==> src/rtl/quidditch_pkg.sv <==
// Shared encodings for the fakequidditch match logic.
//   phase values : IDLE, KICKOFF, PLAY, GOAL_PAUSE, FINISHED (3 bits)
//   winner values: DRAW, TEAM1, TEAM2 (2 bits)
package quidditch_pkg;

   localparam logic [2:0] IDLE       = 3'd0;
   localparam logic [2:0] KICKOFF    = 3'd1;
   localparam logic [2:0] PLAY       = 3'd2;
   localparam logic [2:0] GOAL_PAUSE = 3'd3;
   localparam logic [2:0] FINISHED   = 3'd4;

   localparam logic [1:0] DRAW  = 2'b00;
   localparam logic [1:0] TEAM1 = 2'b01;
   localparam logic [1:0] TEAM2 = 2'b10;

endpackage

==> src/rtl/second_tick_gen.sv <==
// Divides clk down to a one-cycle tick every CLK_FREQ cycles while run is high.
//   clk   : system clock
//   rst   : synchronous, active-high reset
//   clear : restart the count from 0 (used on phase changes)
//   run   : count enable; the count is held at 0 while low
//   tick  : high in the cycle the count equals CLK_FREQ-1
module second_tick_gen #(
   parameter int CLK_FREQ = 50000000
) (
   input  logic clk,
   input  logic rst,
   input  logic clear,
   input  logic run,
   output logic tick
);

   localparam int CW = (CLK_FREQ > 1) ? $clog2(CLK_FREQ) : 1;
   localparam logic [CW-1:0] LAST = CW'(CLK_FREQ - 1);

   logic [CW-1:0] count;

   assign tick = run && (count == LAST);

   always_ff @(posedge clk) begin
      if (rst) begin
         count <= '0;
      end else if (clear || !run || tick) begin
         count <= '0;
      end else begin
         count <= count + 1'b1;
      end
   end

endmodule

==> src/rtl/match_sequencer.sv <==
// Match sequencer: kickoff countdown, timed play, post-goal pause, end of match.
//   clk, rst                 : system clock, synchronous active-high reset
//   start                    : start/restart button level
//   team1_score, team2_score : goal flag levels from game_controller
//   play_enable              : high only in PLAY
//   reposition               : one-cycle pulse to reload initial positions
//   time_left                : remaining match seconds
//   team1_points/team2_points: saturating point tallies
//   phase                    : current state encoding
//   game_over, winner        : end-of-match result
//
// state      | meaning
// IDLE       | waiting for first start after reset
// KICKOFF    | frozen countdown before play
// PLAY       | match clock running, goals counted
// GOAL_PAUSE | frozen pause after a goal
// FINISHED   | time expired, result shown, start begins a new match
module match_sequencer
   import quidditch_pkg::*;
#(
   parameter int CLK_FREQ           = 50000000,
   parameter int MATCH_SECONDS      = 90,
   parameter int KICKOFF_SECONDS    = 3,
   parameter int GOAL_PAUSE_SECONDS = 2,
   parameter int SCORE_WIDTH        = 4
) (
   input  logic                   clk,
   input  logic                   rst,
   input  logic                   start,
   input  logic                   team1_score,
   input  logic                   team2_score,
   output logic                   play_enable,
   output logic                   reposition,
   output logic [7:0]             time_left,
   output logic [SCORE_WIDTH-1:0] team1_points,
   output logic [SCORE_WIDTH-1:0] team2_points,
   output logic [2:0]             phase,
   output logic                   game_over,
   output logic [1:0]             winner
);

   localparam logic [7:0] MATCH_INIT = 8'(MATCH_SECONDS);
   localparam logic [7:0] KICK_LAST  = 8'((KICKOFF_SECONDS > 0) ? KICKOFF_SECONDS - 1 : 0);
   localparam logic [7:0] PAUSE_LAST = 8'((GOAL_PAUSE_SECONDS > 0) ? GOAL_PAUSE_SECONDS - 1 : 0);
   localparam logic [SCORE_WIDTH-1:0] SCORE_MAX = '1;

   logic start_cur, start_prev, t1_cur, t1_prev, t2_cur, t2_prev;
   logic start_ev, t1_ev, t2_ev;
   logic tick, run, clear;
   logic [7:0] secs;

   logic [2:0]             state_n;
   logic [7:0]             time_n, secs_n;
   logic [SCORE_WIDTH-1:0] p1_n, p2_n;
   logic                   repo_n;

   assign start_ev = start_cur & ~start_prev;
   assign t1_ev    = t1_cur & ~t1_prev;
   assign t2_ev    = t2_cur & ~t2_prev;

   assign run   = (phase == KICKOFF) || (phase == PLAY) || (phase == GOAL_PAUSE);
   assign clear = (state_n != phase);

   second_tick_gen #(.CLK_FREQ(CLK_FREQ)) u_tick (
      .clk   (clk),
      .rst   (rst),
      .clear (clear),
      .run   (run),
      .tick  (tick)
   );

   function automatic logic [1:0] judge(input logic [SCORE_WIDTH-1:0] a,
                                        input logic [SCORE_WIDTH-1:0] b);
      if (a > b)      return TEAM1;
      else if (b > a) return TEAM2;
      else            return DRAW;
   endfunction

   always_ff @(posedge clk) begin
      if (rst) begin
         start_cur  <= 1'b0;
         start_prev <= 1'b0;
         t1_cur     <= 1'b0;
         t1_prev    <= 1'b0;
         t2_cur     <= 1'b0;
         t2_prev    <= 1'b0;
      end else begin
         start_cur  <= start;
         start_prev <= start_cur;
         t1_cur     <= team1_score;
         t1_prev    <= t1_cur;
         t2_cur     <= team2_score;
         t2_prev    <= t2_cur;
      end
   end

   always_comb begin
      state_n = phase;
      time_n  = time_left;
      secs_n  = secs;
      p1_n    = team1_points;
      p2_n    = team2_points;
      repo_n  = 1'b0;
      case (phase)
         IDLE, FINISHED: begin
            if (start_ev) begin
               p1_n    = '0;
               p2_n    = '0;
               time_n  = MATCH_INIT;
               state_n = KICKOFF;
               repo_n  = 1'b1;
            end
         end
         KICKOFF: begin
            if (KICKOFF_SECONDS == 0) begin
               state_n = PLAY;
            end else if (tick) begin
               if (secs == KICK_LAST) state_n = PLAY;
               else                   secs_n  = secs + 8'd1;
            end
         end
         PLAY: begin
            if (t1_ev && team1_points != SCORE_MAX) p1_n = team1_points + 1'b1;
            if (t2_ev && team2_points != SCORE_MAX) p2_n = team2_points + 1'b1;
            if (tick) time_n = time_left - 8'd1;
            // The final tick wins over a simultaneous goal: the point still counts.
            if (tick && time_left == 8'd1) state_n = FINISHED;
            else if (t1_ev || t2_ev)       state_n = GOAL_PAUSE;
         end
         GOAL_PAUSE: begin
            if (GOAL_PAUSE_SECONDS == 0) begin
               state_n = PLAY;
               repo_n  = 1'b1;
            end else if (tick) begin
               if (secs == PAUSE_LAST) begin
                  state_n = PLAY;
                  repo_n  = 1'b1;
               end else begin
                  secs_n = secs + 8'd1;
               end
            end
         end
         default: state_n = IDLE;
      endcase
      if (state_n != phase) secs_n = '0;
   end

   always_ff @(posedge clk) begin
      if (rst) begin
         phase        <= IDLE;
         secs         <= '0;
         time_left    <= MATCH_INIT;
         team1_points <= '0;
         team2_points <= '0;
         play_enable  <= 1'b0;
         reposition   <= 1'b0;
         game_over    <= 1'b0;
         winner       <= DRAW;
      end else begin
         phase        <= state_n;
         secs         <= secs_n;
         time_left    <= time_n;
         team1_points <= p1_n;
         team2_points <= p2_n;
         play_enable  <= (state_n == PLAY);
         reposition   <= repo_n;
         game_over    <= (state_n == FINISHED);
         winner       <= (state_n == FINISHED) ? judge(p1_n, p2_n) : DRAW;
      end
   end

endmodule

==> config.mk <==
export PLATFORM = sky130hd
export DESIGN_NAME = match_sequencer
export DESIGN_NICKNAME = d
export VERILOG_FILES = /design/src/rtl/quidditch_pkg.sv /design/src/rtl/second_tick_gen.sv /design/src/rtl/match_sequencer.sv
export SDC_FILE = /design/constraint.sdc
export NUM_CORES = 1
export LEC_CHECK = 0
export BUFFER_PORTS_ARGS = -buffer_cell sky130_fd_sc_hd__clkbuf_2
export CAP_MARGIN = 10
export CELL_PAD_IN_SITES_DETAIL_PLACEMENT = 0
export CELL_PAD_IN_SITES_GLOBAL_PLACEMENT = 1
export CORE_MARGIN = 2
export CORE_UTILIZATION = 35
export CTS_CLUSTER_SIZE = 10
export DETAILED_ROUTE_END_ITERATION = 6
export GPL_TIMING_DRIVEN = 0
export HOLD_SLACK_MARGIN = 0.15
export PLACE_DENSITY_LB_ADDON = 0.3
export SETUP_SLACK_MARGIN = 0.15
export SLEW_MARGIN = 20
export SYNTH_ARGS = -nofsm -noshare
export SYNTH_HDL_FRONTEND = slang
export SYNTH_SLANG_ARGS = --single-unit
==> constraint.sdc <==
create_clock -name clk -period 2.49 [get_ports clk]
set_input_delay 0.498 -clock clk [delete_from_list [all_inputs] [get_ports clk]]
set_output_delay 0.498 -clock clk [all_outputs]
set_load 0.1 [all_outputs]
==> impl_results.md, run 1 <==
- Post-layout minimum cycle time: 2.37 ns
- Number of global-route vias before repair: 2346
- Die W: 97.7 microns
- Global Route Usage Sum: 14.0%
- Core ar.: 8640 sq um
- Yosys cell types: 52
- WP data arrival: 2.59 ns
- # rows: 34
- Placed cells: 482
- Skew final: 0.0122 ns
- EDFF count, synth: 0
- Max Cap Violations: 0
- Die Y: 97.7 microns
- CTS tree: built
- Mapped Nets: 363
- TritonCTS Buffers: 9
- Fill cell count: 871
- Worst-Margin Slew: 0.592 ns
- Drt drc: 0
- CP delay by family, top: simple AND/OR/NAND/NOR gates
- Final WL: 6470 microns
- Post-synthesis sequential area ratio: 41.7%
- Synth area leaders: dfxtp_1 (42%), nor2_1 (7.6%), xnor2_1 (6.3%), ha_1 (4.9%), xor2_1 (4.0%)
- Vias per cell: 4.84
- First-pass GRT wire length: 11000 microns
- Drt wl/cell: 12.8 microns
- Area grow syn2layout: 21.1%
- Non-filler instance count after layout: 507
- Pin count of the biggest net entering global routing: 12
- GR Overflow Total: 0
- Post-synth top area cell: dfxtp_1
- Die area: 9550 sq um
- Most common cell in the netlist: dfxtp_1
- Antenna Nets Post-Route: 0
- Top cells by count, synth: dfxtp_1 (64), nor2_1 (62), nand2_1 (24)
- Worst VDD drop: 0.289 mV
- First-pass DRT Iterations: 4
- Final Cell Area: 3720 sq um
- RSZ-0062 raised after global routing: true
- WP data required: 2.71 ns
- DR vias: 2452
- Ys async rst share: 0%
- Final Hold Viols: 0
- Worst setup path start: phase[1]
- Worst path max stage delay: 0.35 ns
- Yosys top cell area share: 41.7%
- Fmax: 0.421 GHz
- Synth Flop Type: dfxtp_1
- Register area: 1310 sq um
- HPWL Detailed: 4570 microns
- Fin. max-slew vios: 0
- DR iter-0 viols: 70
- Share of cells above drive strength 1: 25.6%
- Crit path cell chain: buf_6 > or2_4 > or2_4 > buf_6 > and3_4 > a21oi_4 > ha_4 > nor2b_4 > o21ai_1 > nand2b_1 > a21oi_2 > a41oi_1 > and2_1
- Ant. Diodes: 0
- Crit Path Max Fanout: 5
- CP Class: reg -> reg
- Clock Pin Slew Worst Setup and Hold Paths: 0.07 ns
- Status: finished, final reports clean
- Placer Congestion: 0.743
- Bufs and invs on worst path: 2
- Clk Latency, worst-skew pair: 0.33 ns
- # H-tree levels: 3
- Crit share post-route: 95.4%
- Ports: 29
- Setup-failing EPs final: 0
- Synth Warn #: 0
- HP Start: team1_score
- Yosys reg bits: 64
- Root Buffer: clkbuf_8
- Min-Delay Path Class: in -> reg
- PwrDens: 515 nW/um^2
- Fin worst setup slack: 0.115 ns
- Crit end category: flip-flop
- Worst R2R Start: phase[1]
- Lkg Pwr: 1.38 nW
- Area of the multi-input gates: 1820 sq um
- Antenna violations before repair: 0
- Final #Nets: 411
- Mapped cell area: 3070 sq um
- Buffers on Ports: 28
- Mapped Cells: 346
- Starting density of the core: 35.6%
- Place WS: -0.0907 ns
- Max_slew headroom: 60.2%
- Mean Syn Cell Area: 8.88 sq um
- CTS Sinks: 64
- Fin Setup TNS: 0 ns
- Startpoint types: flip-flop
- Post-DP Area: 3420 sq um
- Slowest CP cell: dfxtp_4
- Clock buffer depth: 2
## per-stage QoR
step	hold WS [ns]	power (mW)	utilization, %
5_1_grt	0.373	2.00	43.1
4_1_cts	0.366	1.94	41.8
3_3_place_gp	0.431	1.14	39.7
3_5_place_dp	0.451	1.14	39.7
2_1_floorplan	0.418	1.11	-
6_report	0.375	1.92	43.1
## state kept, by name (all words and copies together), names as in the netlist
register      count
game_over         1
phase             3
play_enable       1
reposition        1
secs              8
start_cur         1
start_prev        1
t1_cur            1
t1_prev           1
t2_cur            1
t2_prev           1
team1_points      4
team2_points      4
time_left         8
u_tick.count     26
winner            2
## timing repair
action	CTS	global route
hold buffers	0	0
pin swaps	0	5
gates resized for setup	3	7
endpoints found under the setup margin	4	23
cloned	0	1
setup buffers	0	8
## cell type report
type                       instances  area share [%]
multi-input combinational        265            48.8
sequential                        64            35.1
timing repair buffer              37            5.51
clock buffer                      13            4.27
tap                              108            3.63
buffer                             7            1.21
inverter                          10            1.01
clock inverter                     3           0.470
## per-layer routing
metal | track usage [%] | vias up | wire [microns]
met5 | 0 | - | 0
met4 | 4.81 | 0 | 62
met3 | 3.81 | 6 | 228
met2 | 20.9 | 32 | 2870
met1 | 19.7 | 1124 | 3320
li1 | - | 1290 | -
## report_power, final
part,switching (mW),internal [mW],total (mW)
clock network,0.387,0.413,0.800
registers,0.00578,1.03,1.03
logic,0.0573,0.0265,0.0838
## final timing paths
kind	depth (start not counted)	endpoint	slack, ns
max	13	winner[1]	0.12
min	2	t1_cur	0.38
max reg2reg	13	winner[1]	0.12
min reg2reg	1	u_tick.count[0]	0.45
## worst reg2reg max path: cells and delay by family, from the launching register on
family | cells | cell delay, ns
buf+inv | 2 | 0.25
compound gates | 4 | 0.47
flops | 1 | 0.35
simple gates | 6 | 0.99
fa+ha+maj | 1 | 0.23
## placed cells by master, fill, tap and decap left out, types with 3 or more instances in the layout
| master | instances |
|---|---|
| inv_1 | 10 |
| nor4_2 | 3 |
| o21ai_0 | 4 |
| nor2_1 | 62 |
| nor2b_1 | 12 |
| and2_1 | 3 |
| ha_1 | 11 |
| o211ai_1 | 3 |
| nand2_1 | 24 |
| dfxtp_4 | 4 |
| dfxtp_2 | 9 |
| and3_1 | 6 |
| xnor2_1 | 22 |
| buf_2 | 4 |
| nand2b_1 | 3 |
| nand4_1 | 7 |
| nor4_1 | 3 |
| nor3_1 | 8 |
| a21oi_1 | 11 |
| buf_4 | 8 |
| xor2_1 | 14 |
| dfxtp_1 | 51 |
| clkbuf_2 | 28 |
| clkbuf_1 | 4 |
| clkbuf_8 | 11 |
| nand3_1 | 20 |
## cell families (layout without fill, tap and decap cells)
group	Yosys count	count (layout)	synth area share [%]
buffers and inverters	17	70	2.20
adder cells (fa/ha/maj)	12	12	4.88
XOR/XNOR	36	36	10.3
flip-flops	64	64	41.7
AO/OA/AOI/OAI	32	32	6.84
multiplexers	2	2	0.692
AND/OR/NAND/NOR	183	183	33.5
Note: power is estimated with default switching activity, not from simulation.
==> run 2: changes to the inputs <==
==> constraint.sdc (replaced) <==
create_clock -name clk -period 2.49 [get_ports clk]
set_input_delay 0.498 -clock clk [delete_from_list [all_inputs] [get_ports clk]]
set_output_delay 0.498 -clock clk [all_outputs]
set_load 0.01 [all_outputs]
==> run 2 against run 1 <==
  * Non-clock buffer count up 2
  * Flip-flop and latch count unchanged
  * Clock power down 2%
  * Final area down 0.13%
  * Utilization down 0.058 points
  * Combinational power down 11%
  * Via count up 0.20%
  * Sequential share of layout area down 0.49 points
  * First-iteration DRC count up 24%
  * Die area unchanged
  * Clock skew down 0.0022 ns
  * Cell count up 0.39%
  * Largest cell class unchanged
  * Largest power group unchanged
  * Highest routed layer unchanged
==> impl_results.md, run 2 (synthesis results as in run 1) <==
- Status: finished, final reports clean
- GR Overflow Total: 0
- Area grow syn2layout: 21.0%
- Pin count of the biggest net entering global routing: 12
- Global Route Usage Sum: 14.2%
- CTS Sinks: 64
- Slowest CP cell: dfxtp_2
- CTS tree: built
- Crit path cell chain: buf_6 > or2_4 > or2_4 > buf_6 > and3_4 > a21oi_4 > ha_1 > nor2b_1 > o21ai_1 > nand2b_1 > a21oi_2 > a41oi_2 > and2_1
- Final Hold Viols: 0
- Min-Delay Path Class: in -> reg
- DR vias: 2457
- WP data required: 2.73 ns
- Crit share post-route: 95.6%
- Antenna Nets Post-Route: 0
- First-pass GRT wire length: 10900 microns
- Ant. Diodes: 0
- # rows: 34
- Clock Pin Slew Worst Setup and Hold Paths: 0.07 ns
- Lkg Pwr: 1.37 nW
- Clk Latency, worst-skew pair: 0.34 ns
- Biggest regs: u_tick.count: 26 flops, secs: 8 flops, time_left: 8 flops
- Buffers on Ports: 28
- CP delay by family, top: simple AND/OR/NAND/NOR gates
- Crit Path Max Fanout: 4
- First-pass DRT Iterations: 4
- Fmax: 0.420 GHz
- Die Y: 97.7 microns
- WP data arrival: 2.62 ns
- HPWL Detailed: 4420 microns
- Share of cells above drive strength 1: 24.2%
- Worst VDD drop: 0.325 mV
- Worst-Margin Slew: 0.597 ns
- Final WL: 6270 microns
- Max Cap Violations: 0
- Max_slew headroom: 60.2%
- Post-layout minimum cycle time: 2.38 ns
- Drt drc: 0
- Most frequent cells in the layout: nor2_1 (62), dfxtp_1 (59), clkbuf_2 (28), nand2_1 (24), xnor2_1 (22)
- Number of global-route vias before repair: 2286
- Number of flip-flops in the largest register: 26
- Fin. max-slew vios: 0
- Fill cell count: 882
- Place WS: -0.0981 ns
- Fin worst setup slack: 0.110 ns
- Ports: 29
- Register area: 1290 sq um
- Crit end category: flip-flop
- Area of the multi-input gates: 1820 sq um
- Core ar.: 8640 sq um
- Startpoint types: flip-flop
- Worst path max stage delay: 0.32 ns
- Finished Core Util: 43.1%
- Vias per cell: 4.83
- RSZ-0062 raised after global routing: true
- Skew final: 0.0100 ns
- Bufs and invs on worst path: 2
- Placer Congestion: 0.760
- Antenna violations before repair: 0
- Commonest non-fill, non-tap cell in the layout: nor2_1
- Root Buffer: clkbuf_8
- CP Class: reg -> reg
- Most flops, register: u_tick.count
- Die W: 97.7 microns
- Setup-failing EPs final: 0
- Final #Nets: 413
- Die area: 9550 sq um
- TritonCTS Buffers: 9
- PwrDens: 509 nW/um^2
- Drt wl/cell: 12.3 microns
- # H-tree levels: 3
- Starting density of the core: 35.6%
- DR iter-0 viols: 87
- Fin Setup TNS: 0 ns
- Clock buffer depth: 2
## run 2: per-layer routing
metal | part of all wire, % | routed length (microns) | GRT usage, %
met4 | 1.5 | 95 | 5.13
met2 | 44 | 2760 | 21.1
met3 | 3.1 | 196 | 4.82
met5 | 0 | 0 | 0
met1 | 51 | 3220 | 19.1
## run 2: final timing paths
kind | cells past startpoint | to | start | slack [ns]
max | 13 | winner[1] | phase[1] | 0.11
min | 2 | t1_cur | team1_score | 0.36
max reg2reg | 13 | winner[1] | phase[1] | 0.11
min reg2reg | 1 | u_tick.count[0] | u_tick.count[0] | 0.45
## run 2: cell type report
type	count	area share, %
inverter	10	1.01
sequential	64	34.6
buffer	7	1.21
clock inverter	5	0.875
multi-input combinational	265	48.9
tap	108	3.63
clock buffer	11	3.80
timing repair buffer	39	5.99
## run 2: per-stage QoR
stage	cells	hold slack, ns	total power [mW]	cell area, sq um
final	509	0.365	1.89	3720
after global routing	509	0.339	1.99	3720
after CTS	503	0.348	1.93	3620
after detailed placement	482	0.451	1.13	3380
after global placement	482	0.429	1.12	3380
after floorplan	346	0.418	1.10	3100
## run 2: what timing repair did
item,4_1_cts,5_1_grt
pin swaps,5,7
endpoints found under the setup margin,4,31
gates resized for setup,7,12
buffers inserted,5,6
hold buffers,0,0
## run 2: power breakdown
| part | total, mW | switching (mW) | internal [mW] |
|---|---|---|---|
| Clock | 0.781 | 0.397 | 0.384 |
| Combinational | 0.0749 | 0.0470 | 0.0279 |
| Sequential | 1.04 | 0.00571 | 1.03 |
## run 2: worst register-to-register path: stages, from the launching register on
cell and delay, ns:
dfxtp_2 0.32, buf_6 0.12, or2_4 0.23, or2_4 0.23, buf_6 0.12, and3_4 0.17
a21oi_4 0.12, ha_1 0.26, nor2b_1 0.14, o21ai_1 0.13, nand2b_1 0.08, a21oi_2 0.15
a41oi_2 0.04, and2_1 0.17
==> run 3: changes to the inputs <==
--- a/config.mk
+++ b/config.mk
@@ -7,7 +7,7 @@
 export LEC_CHECK = 0
 export BUFFER_PORTS_ARGS = -buffer_cell sky130_fd_sc_hd__clkbuf_2
 export CAP_MARGIN = 10
-export CELL_PAD_IN_SITES_DETAIL_PLACEMENT = 0
+export CELL_PAD_IN_SITES_DETAIL_PLACEMENT = 1
 export CELL_PAD_IN_SITES_GLOBAL_PLACEMENT = 1
 export CORE_MARGIN = 2
 export CORE_UTILIZATION = 35
==> constraint.sdc (replaced) <==
create_clock -name clk -period 2.7 [get_ports clk]
set_input_delay 0.54 -clock clk [delete_from_list [all_inputs] [get_ports clk]]
set_output_delay 0.54 -clock clk [all_outputs]
set_load 0.01 [all_outputs]
==> run 3 against run 2 <==
  * Count of clock-buffer cells in the layout up 1
  * Final area decreased by 2.0%
  * Critical path depth unchanged
  * Utilization decreased by 0.87 points
  * Clock skew is 0.0010 ns higher
  * Non-clock buffer count is 7 lower
  * Die area did not move
  * Via count grew 2.6%
  * Critical endpoint unchanged
  * Largest power group unchanged
==> impl_results.md, run 3 (synthesis results as in run 1) <==
- Status: finished, final reports clean
- Share of cells above drive strength 1: 21.3%
- Global routing usage on met3: 3.67%
- Most flops, register: u_tick.count
- Max_slew headroom: 59.6%
- Cts hold-fix bufs: 0
- Biggest regs: u_tick.count: 26 flops, secs: 8 flops, time_left: 8 flops
- Final Cell Area: 3640 sq um
- Worst VDD drop: 0.295 mV
- WP data arrival: 2.71 ns
- GR Util met2: 25.9%
- HPWL Detailed: 4990 microns
- Crit path cell chain: buf_6 > or2_4 > or2_4 > buf_6 > and3_1 > a21oi_2 > ha_1 > nor2b_2 > o21ai_1 > nand2b_1 > a21oi_2 > a41oi_1 > and2_1
- CTS Sinks: 64
- Clock Pin Slew Worst Setup and Hold Paths: 0.07 ns
- # rows: 34
- Clk Latency, worst-skew pair: 0.34 ns
- Area of the multi-input gates: 1770 sq um
- Met1 Resource Use GR: 19.7%
- DR vias: 2520
- Fmax: 0.405 GHz
- # H-tree levels: 3
- Skew final: 0.0111 ns
- Starting density of the core: 35.6%
- RSZ-0062 raised after global routing: true
- Max Cap Violations: 0
- First-pass DRT Iterations: 4
- Fill cell count: 1031
- Register area: 1280 sq um
- HP Start: team1_score
- Worst setup path start: phase[1]
- Min-Delay Path Class: in -> reg
- Place WS: -0.0829 ns
- DR iter-0 viols: 43
- Final Hold Viols: 0
- Core ar.: 8640 sq um
- Die Y: 97.7 microns
- Number of flip-flops in the largest register: 26
- Post-layout minimum cycle time: 2.47 ns
- Antenna violations before repair: 0
- First-pass GRT wire length: 12200 microns
- Antenna Nets Post-Route: 0
- Worst R2R Start: phase[1]
- TritonCTS Buffers: 9
- Slowest CP cell: dfxtp_2
- Ports: 29
- Startpoint types: flip-flop
- Drt drc: 0
- Worst-Margin Slew: 0.606 ns
- Clock buffer depth: 2
- Die area: 9550 sq um
- Pin count of the biggest net entering global routing: 12
- Most frequent cells in the layout: nor2_1 (62), dfxtp_1 (62), clkbuf_2 (29), nand2_1 (24), xnor2_1 (22)
- Die W: 97.7 microns
- Placer Congestion: 0.782
- Number of global-route vias before repair: 2635
- WP data required: 2.94 ns
- Crit Path Max Fanout: 9
- Lkg Pwr: 1.35 nW
- Final WL: 6910 microns
- Grt peak-use layer: met2
- Vias per cell: 5.02
- CTS tree: built
- Post-DP Area: 3360 sq um
- Area grow syn2layout: 18.5%
- Buffers on Ports: 28
- Fin. max-slew vios: 0
- Crit end category: flip-flop
- Crit share post-route: 91.5%
- CP Class: reg -> reg
- Final #Nets: 406
- Global Route Usage Sum: 15.4%
- Setup-failing EPs final: 0
- Root Buffer: clkbuf_8
- Worst path max stage delay: 0.32 ns
- Fin worst setup slack: 0.230 ns
- Ant. Diodes: 0
- Drt wl/cell: 13.8 microns
- PwrDens: 506 nW/um^2
- GR Overflow Total: 0
run 3: cell count changes in the layout (fill, tap and decap cells not counted), sizes merged:
cell / before / now
clkbuf: 41 / 43
buf: 16 / 8
clkinvlp: 3 / 2
bufinv: 0 / 1
clkinv: 2 / 1
run 3: metal layers:
metal	wire length, microns	up-vias
li1	-	1268
met1	3330	1208
met2	3290	34
met3	210	10
met4	83	0
met5	0	-
run 3: report_power, final:
| part | total (mW) | internal [mW] | leakage (nW) | switching, mW |
|---|---|---|---|---|
| Clock | 0.826 | 0.454 | 0.0928 | 0.372 |
| Combinational | 0.0628 | 0.0212 | 0.741 | 0.0416 |
| Sequential | 0.956 | 0.950 | 0.518 | 0.00579 |
| Total | 1.84 | 1.43 | 1.35 | 0.419 |
run 3: cell type report:
| type | count | area share (%) |
|---|---|---|
| repair buffers | 32 | 4.67 |
| clock inverters | 4 | 1.48 |
| clock buffers | 12 | 3.98 |
| inverters | 10 | 1.03 |
| well taps | 108 | 3.71 |
| flip-flops and latches | 64 | 35.2 |
| multi-input cells | 265 | 48.7 |
| plain buffers | 7 | 1.24 |
run 3: repair_timing:
| action | 4_1_cts | 5_1_grt |
|---|---|---|
| buffers inserted | 3 | 1 |
| setup endpoints to repair | 2 | 22 |
| pin swaps | 2 | 2 |
| cloned | 0 | 0 |
| resized for setup | 10 | 8 |
| hold endpoints to repair | 0 | 0 |
run 3: worst paths after layout:
check                         end  slack (ns)  cells past startpoint
hold / removal             t1_cur        0.41                      2
hold reg to reg   u_tick.count[0]        0.45                      1
setup / recovery        winner[1]        0.23                     13
setup reg to reg        winner[1]        0.23                     13
run 3: critical path, delay by kind of cell (launching register included):
family,cells,cell delay (ns)
flip-flops,1,0.32
adder cells (fa/ha/maj),1,0.26
AO/OA/AOI/OAI,4,0.45
buffers and inverters,2,0.26
AND/OR/NAND/NOR,6,1.10
run 3: stage by stage:
| stage | util, % | power (mW) | TNS (ns) | hold slack, ns | cells |
|---|---|---|---|---|---|
| final | 42.2 | 1.84 | 0 | 0.407 | 502 |
| after global routing | 42.2 | 1.92 | 0 | 0.405 | 502 |
| after CTS | 41.8 | 1.87 | 0 | 0.396 | 501 |
| after detailed placement | 38.9 | 1.04 | -0.0829 | 0.439 | 482 |
| after global placement | 38.9 | 1.03 | -0.0631 | 0.430 | 482 |
| after floorplan | - | 1.01 | 0 | 0.418 | 346 |
